`src/rtl/instr_fetch.sv`:
```
// Instruction fetch stage: issues one outstanding imem request at a time and buffers
// responses in a 2-entry in-order queue that feeds the IF/ID register.
module instr_fetch #(
    parameter logic [31:0] RESET_PC  = 32'h0000_0000,
    parameter logic [31:0] NOP_INSTR = 32'h0000_0000
) (
    input  logic        clk_i,
    input  logic        rst_i,
    input  logic        Stall_i,
    input  logic        branch_i,
    input  logic [31:0] branch_target_i,
    output logic        imem_req_o,
    output logic [31:0] imem_addr_o,
    input  logic        imem_gnt_i,
    input  logic        imem_rvalid_i,
    input  logic [31:0] imem_rdata_i,
    output logic [31:0] PC_o,
    output logic [31:0] instr_o,
    output logic        valid_o,
    output logic        flush_o,
    output logic [1:0]  fsm_state
);

    typedef enum logic [1:0] {
        S_IDLE = 2'd0,
        S_WAIT = 2'd1,
        S_DROP = 2'd2
    } state_t;

    state_t      state;
    state_t      state_next;
    logic [31:0] pc_q;
    logic [31:0] req_pc;
    logic [31:0] q_pc    [2];
    logic [31:0] q_instr [2];
    logic [1:0]  count;
    logic        pop;
    logic        push;
    logic        grant;
    logic        req;

    // Handshake: imem_req_o/imem_addr_o hold until imem_req_o && imem_gnt_i at a rising
    // edge (only a redirect may withdraw them); imem_rvalid_i returns data in order.
    always_ff @(posedge clk_i) begin
        if (rst_i) begin
            state <= S_IDLE;
        end else begin
            state <= state_next;
        end
    end

    // A response arriving in WAIT or DROP always retires the outstanding request,
    // even in a redirect cycle; only the redirect decides whether it is kept.
    always_comb begin
        state_next = state;
        case (state)
            S_IDLE:  if (grant) state_next = S_WAIT;
            S_WAIT: begin
                if (imem_rvalid_i)  state_next = S_IDLE;
                else if (branch_i)  state_next = S_DROP;
            end
            S_DROP:  if (imem_rvalid_i) state_next = S_IDLE;
            default: state_next = S_IDLE;
        endcase
    end

    always_comb begin
        pop         = (count != 2'd0) && !Stall_i && !branch_i && !rst_i;
        req         = !rst_i && (state == S_IDLE) && !branch_i
                      && ((count - {1'b0, pop}) < 2'd2);
        grant       = req && imem_gnt_i;
        push        = (state == S_WAIT) && imem_rvalid_i && !branch_i && !rst_i;
        imem_req_o  = req;
        imem_addr_o = pc_q;
        valid_o     = !rst_i && (count != 2'd0);
        PC_o        = valid_o ? q_pc[0] : 32'h0000_0000;
        instr_o     = valid_o ? q_instr[0] : NOP_INSTR;
        flush_o     = branch_i;
        fsm_state   = state;
    end

    always_ff @(posedge clk_i) begin
        if (rst_i) begin
            pc_q  <= RESET_PC;
            count <= 2'd0;
        end else if (branch_i) begin
            pc_q  <= branch_target_i & ~32'd3;
            count <= 2'd0;
        end else begin
            if (grant) begin
                pc_q   <= pc_q + 32'd4;
                req_pc <= pc_q;
            end
            case ({push, pop})
                2'b10: begin
                    q_pc[count[0]]    <= req_pc;
                    q_instr[count[0]] <= imem_rdata_i;
                    count             <= count + 2'd1;
                end
                2'b01: begin
                    q_pc[0]    <= q_pc[1];
                    q_instr[0] <= q_instr[1];
                    count      <= count - 2'd1;
                end
                2'b11: begin
                    // Count is unchanged; the new entry lands behind whatever survives the pop.
                    if (count == 2'd2) begin
                        q_pc[0]    <= q_pc[1];
                        q_instr[0] <= q_instr[1];
                        q_pc[1]    <= req_pc;
                        q_instr[1] <= imem_rdata_i;
                    end else begin
                        q_pc[0]    <= req_pc;
                        q_instr[0] <= imem_rdata_i;
                    end
                end
                default: ;
            endcase
        end
    end

endmodule

```
`config.mk`:
```
export PLATFORM = sky130hd
export DESIGN_NAME = instr_fetch
export DESIGN_NICKNAME = d
export VERILOG_FILES = /design/src/rtl/instr_fetch.sv
export SDC_FILE = /design/constraint.sdc
export NUM_CORES = 1
export LEC_CHECK = 0
export BUFFER_PORTS_ARGS = -buffer_cell sky130_fd_sc_hd__buf_2
export CORE_UTILIZATION = 54
export DETAILED_ROUTE_END_ITERATION = 6
export HOLD_SLACK_MARGIN = 0.08
export PLACE_DENSITY = 0.79
export SLEW_MARGIN = 5
export SYNTH_ARGS = -nofsm -noshare
export SYNTH_HDL_FRONTEND = slang
export SYNTH_SLANG_ARGS = --single-unit
```
`constraint.sdc`:
```
create_clock -name clk_i -period 6.6 [get_ports clk_i]
set_clock_uncertainty 0.05 [all_clocks]
set_input_delay 0.33 -clock clk_i [delete_from_list [all_inputs] [get_ports clk_i]]
set_output_delay 0.33 -clock clk_i [all_outputs]
set_load 0.005 [all_outputs]
```
==> metrics.log, run 1 <==
[metrics] number of flops mapped to enable cells by yosys: 154
[metrics] number of gates on the worst path with buffers counted: 10
[metrics] fraction of layout cells with a size suffix above 1: 36.5%
[metrics] total number of H-tree levels: 4
[metrics] routing usage on met3: 6.27%
[metrics] area growth from synthesis to layout: 24.1%
[metrics] deepest clock path buffer count: 2
[metrics] total wire length: 16.6 mm
[metrics] Top Ports: 171
[metrics] vias in the first global route: 5,046
[metrics] Static Leak: 3.76 nW
[metrics] port buffer count: 164
[metrics] Crit path max-delay family: buffers and inverters
[metrics] worst path required time: 6.72 ns
[metrics] critical path, cell by cell: buf_2 > or2_2 > nor2_1 > nand3_1 > inv_1 > ha_1 > and3_1 > o21ai_4 > buf_4 > mux2_2
[metrics] number of max-cap violations: 0
[metrics] highest net fanout along the worst path: 37
[metrics] slack of the worst reg-to-reg path: 3.21 ns
[metrics] Worst Setup Start Kind: input port
[metrics] clock tree from TritonCTS: yes
[metrics] Die Width: 123 um
[metrics] Clk Tree Root Cell: sky130_fd_sc_hd__clkbuf_16
[metrics] drt wl/cell: 17.6 um
[metrics] Yosys Warn Count: 0
[metrics] number of detailed-route iterations in the first pass: 5
[metrics] slew of the pin with the lowest slew margin: 1.22 ns
[metrics] number of instances resized during post-cts repair: 0
[metrics] Max rail drop VDD: 0.163 mV
[metrics] final routed DRC violation total: 0
[metrics] routability congestion estimate: 0.857
[metrics] mean instance size in the synthesized netlist: 14.1 um^2
[metrics] async set or reset register ratio after synthesis: 0%
[metrics] capture instance of the worst register-to-register path: q_pc[0][27]
[metrics] busiest layer in global routing: met2
[metrics] final count of pins violating max slew: 0
[metrics] number of antenna-violating nets in the routed design: 0
[metrics] largest stage delay on the critical path: 0.92 ns
[metrics] Post-Syn Area: 0.00788 mm^2
[metrics] total clock buffers created by CTS: 17
[metrics] total global routing track utilization: 23.1%
[metrics] power per cell area: 250 mW/mm^2
[metrics] register bit total from synthesis: 188
[metrics] cell row count: 43
[metrics] fin crit share: 55.8%
[metrics] prevailing post-synth register cell: sky130_fd_sc_hd__edfxtp_1
[metrics] number of clock sinks: 188
[metrics] overall die height: 123 um
[metrics] total area of multi-input combinational cells: 0.00244 mm^2
[metrics] Net count, final: 825
[metrics] cell depth of the worst flop-to-flop path: 7
[metrics] starting DRC count in detailed routing: 395
[metrics] clock latency on the worst-skew pair: 0.42 ns
[metrics] wire length of the first global-routing pass: 26.0 mm
[metrics] reg2reg start: count[0]
[metrics] critical setup path kind: input port to flip-flop
[metrics] worst hold path class: input port to flip-flop
[metrics] arrival time of data at the critical path endpoint: 3.80 ns
[metrics] detailed-placement wirelength estimate: 10.7 mm
[metrics] final setup violating endpoints: 0
[metrics] Critical path origin: rst_i
[metrics] setup TNS: 0 ns
[metrics] full die area: 0.0151 mm^2
[metrics] met1 usage in global routing: 30.0%
[metrics] number of library cell types mapped by synthesis: 56
[metrics] nature of the critical path endpoint: flip-flop
[metrics] diode insertion count for antenna repair: 0
[metrics] Final Util: 69.6%
[metrics] maximum number of pins on one net before global-route repair: 64
[metrics] result of the run: complete, no violations
[metrics] initial core utilization: 56.1%
[metrics] library cell contributing the largest single delay on the critical path: sky130_fd_sc_hd__o21ai_4
[metrics] Reg clk slew, reported paths: 0.06 ns
[metrics] Hold Buf Count CTS: 33
[metrics] register area: 0.00531 mm^2
[metrics] setup fix buffers added after clock tree synthesis: 0
[metrics] mean number of vias per cell: 5.49
[metrics] Vias: 5,178
[metrics] fill cell total of the finished layout: 969
[metrics] remaining global-route overflow: 0
[metrics] count of mapped cells out of synthesis: 559
[metrics] setup repair after global routing missed its margin: false
[metrics] Hold Fails Final Rpt: 0
[metrics] worst slew margin relative to its limit: 18.2%
[metrics] grt met2 use: 37.5%
[metrics] proportion of synthesized chip area in sequential cells: 67.4%
[metrics] capture point of the worst path: q_pc[0][27]
[metrics] Max Clk Rate: 272 MHz
[metrics] Core Footprint: 0.0140 mm^2
[metrics] time the worst path needs with I/O delays and setup: 3.68 ns
[metrics] antenna violations before repair: 1
[metrics] CP Buf/Inv Count: 3
==> worst min-delay path by stage <==
stage	startpoint	endpoint	slack (ns)	cells after the start
after floorplan	imem_rvalid_i	fsm_state[1]	0.36	1
after global placement	req_pc[19]	q_pc[1][19]	0.38	0
after detailed placement	req_pc[9]	q_pc[1][9]	0.38	0
after CTS	branch_target_i[23]	imem_addr_o[23]	0.09	3
after global routing	branch_target_i[9]	imem_addr_o[9]	0.09	3
final	branch_target_i[23]	imem_addr_o[23]	0.11	3
==> power breakdown <==
group | switching, W | leakage [nW] | internal [W]
Sequential | 0.0000245 | 1.67 | 0.00130
Clock | 0.000423 | 0.278 | 0.000580
Combinational | 0.0000566 | 1.81 | 0.0000629
Total | 0.000504 | 3.76 | 0.00194
==> synth_stat cells (all sizes together), types with 3 or more instances <==
library cell	n	area [um^2]
dfxtp	34	681
or3	5	31.3
o21ai	7	38.8
mux2	65	732
clkbuf	23	86.3
edfxtp	154	4620
nor4	14	115
inv	10	37.5
and3	4	25.0
nor2	17	63.8
o211ai	5	37.5
or3b	3	28.8
a211oi	10	75.1
xor2	6	52.6
xnor2	11	96.3
nand2	38	145
and4	4	36.3
ha	4	50.1
and2	64	400
nand3	15	80.1
a31oi	7	43.8
nor3	5	25.0
buf	8	52.6
a21oi	20	100
nand4	7	58.8
==> kinds of logic (layout without fill, tap and decap cells) <==
group	count (synthesis)	count (layout)	share of synthesized area, %
DFF	188	188	67.4
and+or+nand+nor	184	184	13.7
muxes	65	65	9.29
AOI/OAI and AO/OA	59	59	4.85
buffers and inverters	41	243	2.24
xor gates and xnor gates	17	17	1.89
adders and majority gates	4	4	0.635
other	1	4	0.0476
==> tightest hold or removal path, cell delays in order <==
cell	delay, ns
sky130_fd_sc_hd__buf_2	0.10
sky130_fd_sc_hd__nand2_1	0.06
sky130_fd_sc_hd__a21oi_1	0.05
==> through the flow <==
step	instance area [um^2]	std cells	power, W	setup slack [ns]	hold WS, ns
floorplan	7890	562	0.00140	1.78	0.356
global placement	8860	879	0.00144	2.64	0.377
detailed placement	8860	879	0.00145	2.46	0.380
CTS	9770	944	0.00246	2.94	0.0865
global route	9770	944	0.00253	2.70	0.0942
finish	9770	944	0.00245	2.92	0.106
==> state kept, by name (all words and copies together) (netlist names) <==
register / count
q_instr: 64
count: 2
q_pc: 60
imem_addr_o: 30
req_pc: 30
fsm_state: 2
==> routing by layer <==
layer / up-vias / wire length [um] / share of wire (%)
met5: - / 0 / 0
met3: 15 / 1270 / 7.7
met4: 0 / 162 / 0.98
met2: 219 / 7980 / 48
li1: 2460 / - / -
met1: 2484 / 7160 / 43
==> cells in the final DEF (no fill, tap or decap), types with 3 or more instances in the layout <==
master / netlist / layout
sky130_fd_sc_hd__o21ai_0: 4 / 4
sky130_fd_sc_hd__clkbuf_16: 0 / 17
sky130_fd_sc_hd__xor2_1: 6 / 6
sky130_fd_sc_hd__and4_1: 3 / 3
sky130_fd_sc_hd__nor2_1: 17 / 14
sky130_fd_sc_hd__nor2_4: 0 / 3
sky130_fd_sc_hd__clkbuf_1: 23 / 4
sky130_fd_sc_hd__mux2_2: 65 / 65
sky130_fd_sc_hd__buf_2: 3 / 164
sky130_fd_sc_hd__edfxtp_1: 154 / 154
sky130_fd_sc_hd__dlygate4sd3_1: 0 / 33
sky130_fd_sc_hd__clkinv_4: 0 / 4
sky130_fd_sc_hd__or3_1: 5 / 5
sky130_fd_sc_hd__and2_1: 64 / 64
sky130_fd_sc_hd__nand4_1: 6 / 6
sky130_fd_sc_hd__nor4_1: 11 / 11
sky130_fd_sc_hd__nand3_1: 14 / 14
sky130_fd_sc_hd__a31oi_1: 7 / 7
sky130_fd_sc_hd__conb_1: 1 / 4
sky130_fd_sc_hd__xnor2_1: 11 / 11
sky130_fd_sc_hd__nor3_1: 5 / 5
sky130_fd_sc_hd__buf_4: 5 / 4
sky130_fd_sc_hd__inv_1: 9 / 9
sky130_fd_sc_hd__o211ai_1: 5 / 5
sky130_fd_sc_hd__a211oi_1: 10 / 10
sky130_fd_sc_hd__ha_1: 4 / 4
sky130_fd_sc_hd__nand2_1: 37 / 37
sky130_fd_sc_hd__and3_1: 4 / 4
sky130_fd_sc_hd__a21oi_1: 20 / 20
sky130_fd_sc_hd__dfxtp_1: 34 / 34
==> final cells by class <==
cell class                      count  area share (%)
Sequential cell                   188            54.3
Timing Repair Buffer              201            12.1
Clock inverter                      9            1.18
Inverter                           10           0.384
Clock buffer                       23            4.79
Multi-Input combinational cell    333            25.0
Tap cell                          180            2.30
(Power assumes the default switching activity.)
==> inputs of run 2 (changes only) <==
==> constraint.sdc (replaced) <==
create_clock -name clk_i -period 3.85 [get_ports clk_i]
set_clock_uncertainty 0.05 [all_clocks]
set_input_delay 0.1925 -clock clk_i [delete_from_list [all_inputs] [get_ports clk_i]]
set_output_delay 0.1925 -clock clk_i [all_outputs]
set_load 0.005 [all_outputs]
==> run 2 against run 1 <==
Against the previous run: critical path depth shrank 4; flip-flop and latch count unchanged; register-to-register slack lost 2.2 ns; first-iteration DRC count is 8.1% lower; non-clock buffer count is 34 higher; hold slack better by 0.020 ns; cell count up 3.6%; die area is the same; largest power group unchanged; clock-buffer cell count decreased by 5; setup slack worse by 1.9 ns.
==> metrics.log, run 2 (synthesis results as in run 1) <==
[metrics] result of the run: complete, no violations
[metrics] most frequent standard cell in the layout excluding fill and tap cells: sky130_fd_sc_hd__buf_2
[metrics] fin crit share: 73.0%
[metrics] diode insertion count for antenna repair: 0
[metrics] drt wl/cell: 17.7 um
[metrics] Hold Buf Count CTS: 62
[metrics] reg2reg start: count[0]
[metrics] Final Util: 71.9%
[metrics] Max Clk Rate: 356 MHz
[metrics] antenna violations before repair: 0
[metrics] worst slew margin relative to its limit: 26.7%
[metrics] final routed DRC violation total: 0
[metrics] wire length of the first global-routing pass: 26.9 mm
[metrics] Crit path max-delay family: simple AND/OR/NAND/NOR gates
[metrics] Die Width: 123 um
[metrics] slack of the critical path: 1.04 ns
[metrics] overall die height: 123 um
[metrics] register area: 0.00531 mm^2
[metrics] largest registers in the final layout: q_instr (64), q_pc (60)
[metrics] highest net fanout along the worst path: 46
[metrics] maximum number of pins on one net before global-route repair: 64
[metrics] vias in the first global route: 5,414
[metrics] Hold Fails Final Rpt: 0
[metrics] Core Footprint: 0.0140 mm^2
[metrics] Top Ports: 171
[metrics] setup repair after global routing missed its margin: false
[metrics] initial core utilization: 56.1%
[metrics] Vias: 5,373
[metrics] slack of the worst reg-to-reg path: 1.04 ns
[metrics] power per cell area: 417 mW/mm^2
[metrics] number of max-cap violations: 0
[metrics] cell depth of the worst flop-to-flop path: 6
[metrics] cell row count: 43
[metrics] library cell contributing the largest single delay on the critical path: sky130_fd_sc_hd__buf_4
[metrics] fill cell total of the finished layout: 916
[metrics] number of antenna-violating nets in the routed design: 0
[metrics] fraction of layout cells with a size suffix above 1: 36.1%
[metrics] Final Hold Slack: 0.126 ns
[metrics] Largest register FFs: 64
[metrics] Worst Setup Start Kind: flip-flop
[metrics] Static Leak: 3.90 nW
[metrics] time the worst path needs with I/O delays and setup: 2.81 ns
[metrics] number of instances resized during post-cts repair: 0
[metrics] worst-case setup slack after placement: 0.857 ns
[metrics] Max rail drop VDD: 0.320 mV
[metrics] detailed-placement wirelength estimate: 10.8 mm
[metrics] total number of H-tree levels: 4
[metrics] port buffer count: 164
[metrics] number of clock sinks: 188
[metrics] area of placed instances: 0.00890 mm^2
[metrics] capture instance of the worst register-to-register path: q_pc[0][18]
[metrics] routability congestion estimate: 0.849
[metrics] total wire length: 17.3 mm
[metrics] slew of the pin with the lowest slew margin: 1.10 ns
[metrics] Net count, final: 859
[metrics] full die area: 0.0151 mm^2
[metrics] total area of multi-input combinational cells: 0.00244 mm^2
[metrics] Top reg by flops: q_instr
[metrics] setup fix buffers added after clock tree synthesis: 0
[metrics] final count of pins violating max slew: 0
[metrics] clock latency on the worst-skew pair: 0.42 ns
[metrics] capture point of the worst path: q_pc[0][18]
[metrics] number of gates on the worst path with buffers counted: 6
[metrics] area growth from synthesis to layout: 28.3%
[metrics] mean number of vias per cell: 5.49
[metrics] worst hold path class: input port to flip-flop
[metrics] critical path, cell by cell: nor2_1 > nor3_1 > ha_1 > a211oi_1 > nor2_4 > buf_4
[metrics] largest stage delay on the critical path: 0.59 ns
[metrics] Post-Layout Inst Area: 0.0101 mm^2
[metrics] clock tree from TritonCTS: yes
[metrics] nature of the critical path endpoint: flip-flop
[metrics] Clk Tree Root Cell: sky130_fd_sc_hd__clkbuf_16
[metrics] CP Buf/Inv Count: 1
[metrics] most frequent cells in the layout: 164 x sky130_fd_sc_hd__buf_2, 154 x sky130_fd_sc_hd__edfxtp_1, 65 x sky130_fd_sc_hd__mux2_2
[metrics] worst path required time: 3.86 ns
[metrics] setup TNS: 0 ns
[metrics] starting DRC count in detailed routing: 363
[metrics] total global routing track utilization: 23.9%
[metrics] Reg clk slew, reported paths: 0.07 ns
[metrics] Critical path origin: count[0]
[metrics] remaining global-route overflow: 0
[metrics] number of detailed-route iterations in the first pass: 4
[metrics] final setup violating endpoints: 0
[metrics] deepest clock path buffer count: 2
[metrics] total clock buffers created by CTS: 17
[metrics] critical setup path kind: flip-flop to flip-flop
[metrics] arrival time of data at the critical path endpoint: 2.82 ns
## run 2: worst min path at each step
stage / start / to / slack (ns) / depth (start not counted)
finish: branch_target_i[24] / imem_addr_o[24] / 0.13 / 3
global route: branch_target_i[24] / imem_addr_o[24] / 0.12 / 3
CTS: branch_target_i[24] / imem_addr_o[24] / 0.10 / 3
detailed placement: imem_rdata_i[28] / q_instr[1][28] / 0.33 / 1
global placement: imem_rdata_i[3] / q_instr[1][3] / 0.34 / 1
floorplan: imem_rvalid_i / fsm_state[1] / 0.22 / 1
## run 2: area by class of cell
type	instances	area share (%)
Clock buffer	18	4.35
Clock inverter	14	1.45
Inverter	10	0.372
Multi-Input combinational cell	333	24.2
Sequential cell	188	52.5
Tap cell	180	2.23
Timing Repair Buffer	235	14.9
## run 2: per-layer routing
| layer | vias to the layer above | track usage [%] | wire [um] |
|---|---|---|---|
| li1 | 2521 | - | - |
| met1 | 2599 | 29.9 | 7270 |
| met2 | 230 | 39.6 | 8600 |
| met3 | 23 | 5.25 | 1150 |
| met4 | 0 | 11.2 | 314 |
| met5 | - | 0 | 0 |
## run 2: worst reg2reg max path, delay by kind of cell, from the launching register on
family                   cells  cell delay, ns
buffers and inverters        1            0.59
adder cells (fa/ha/maj)      1            0.33
AND/OR/NAND/NOR              3            0.86
flip-flops                   1            0.48
AO/OA/AOI/OAI                1            0.11
## run 2: metrics by stage
stage	cells	total power (W)
2_1_floorplan	562	0.00239
3_3_place_gp	884	0.00248
3_5_place_dp	884	0.00249
4_1_cts	978	0.00424
5_1_grt	978	0.00434
6_report	978	0.00421
## run 2: where the power goes
part / total [W] / internal, W / switching, W
sequential: 0.00227 / 0.00223 / 0.0000432
clock: 0.00171 / 0.000973 / 0.000739
combinational: 0.000233 / 0.000129 / 0.000104
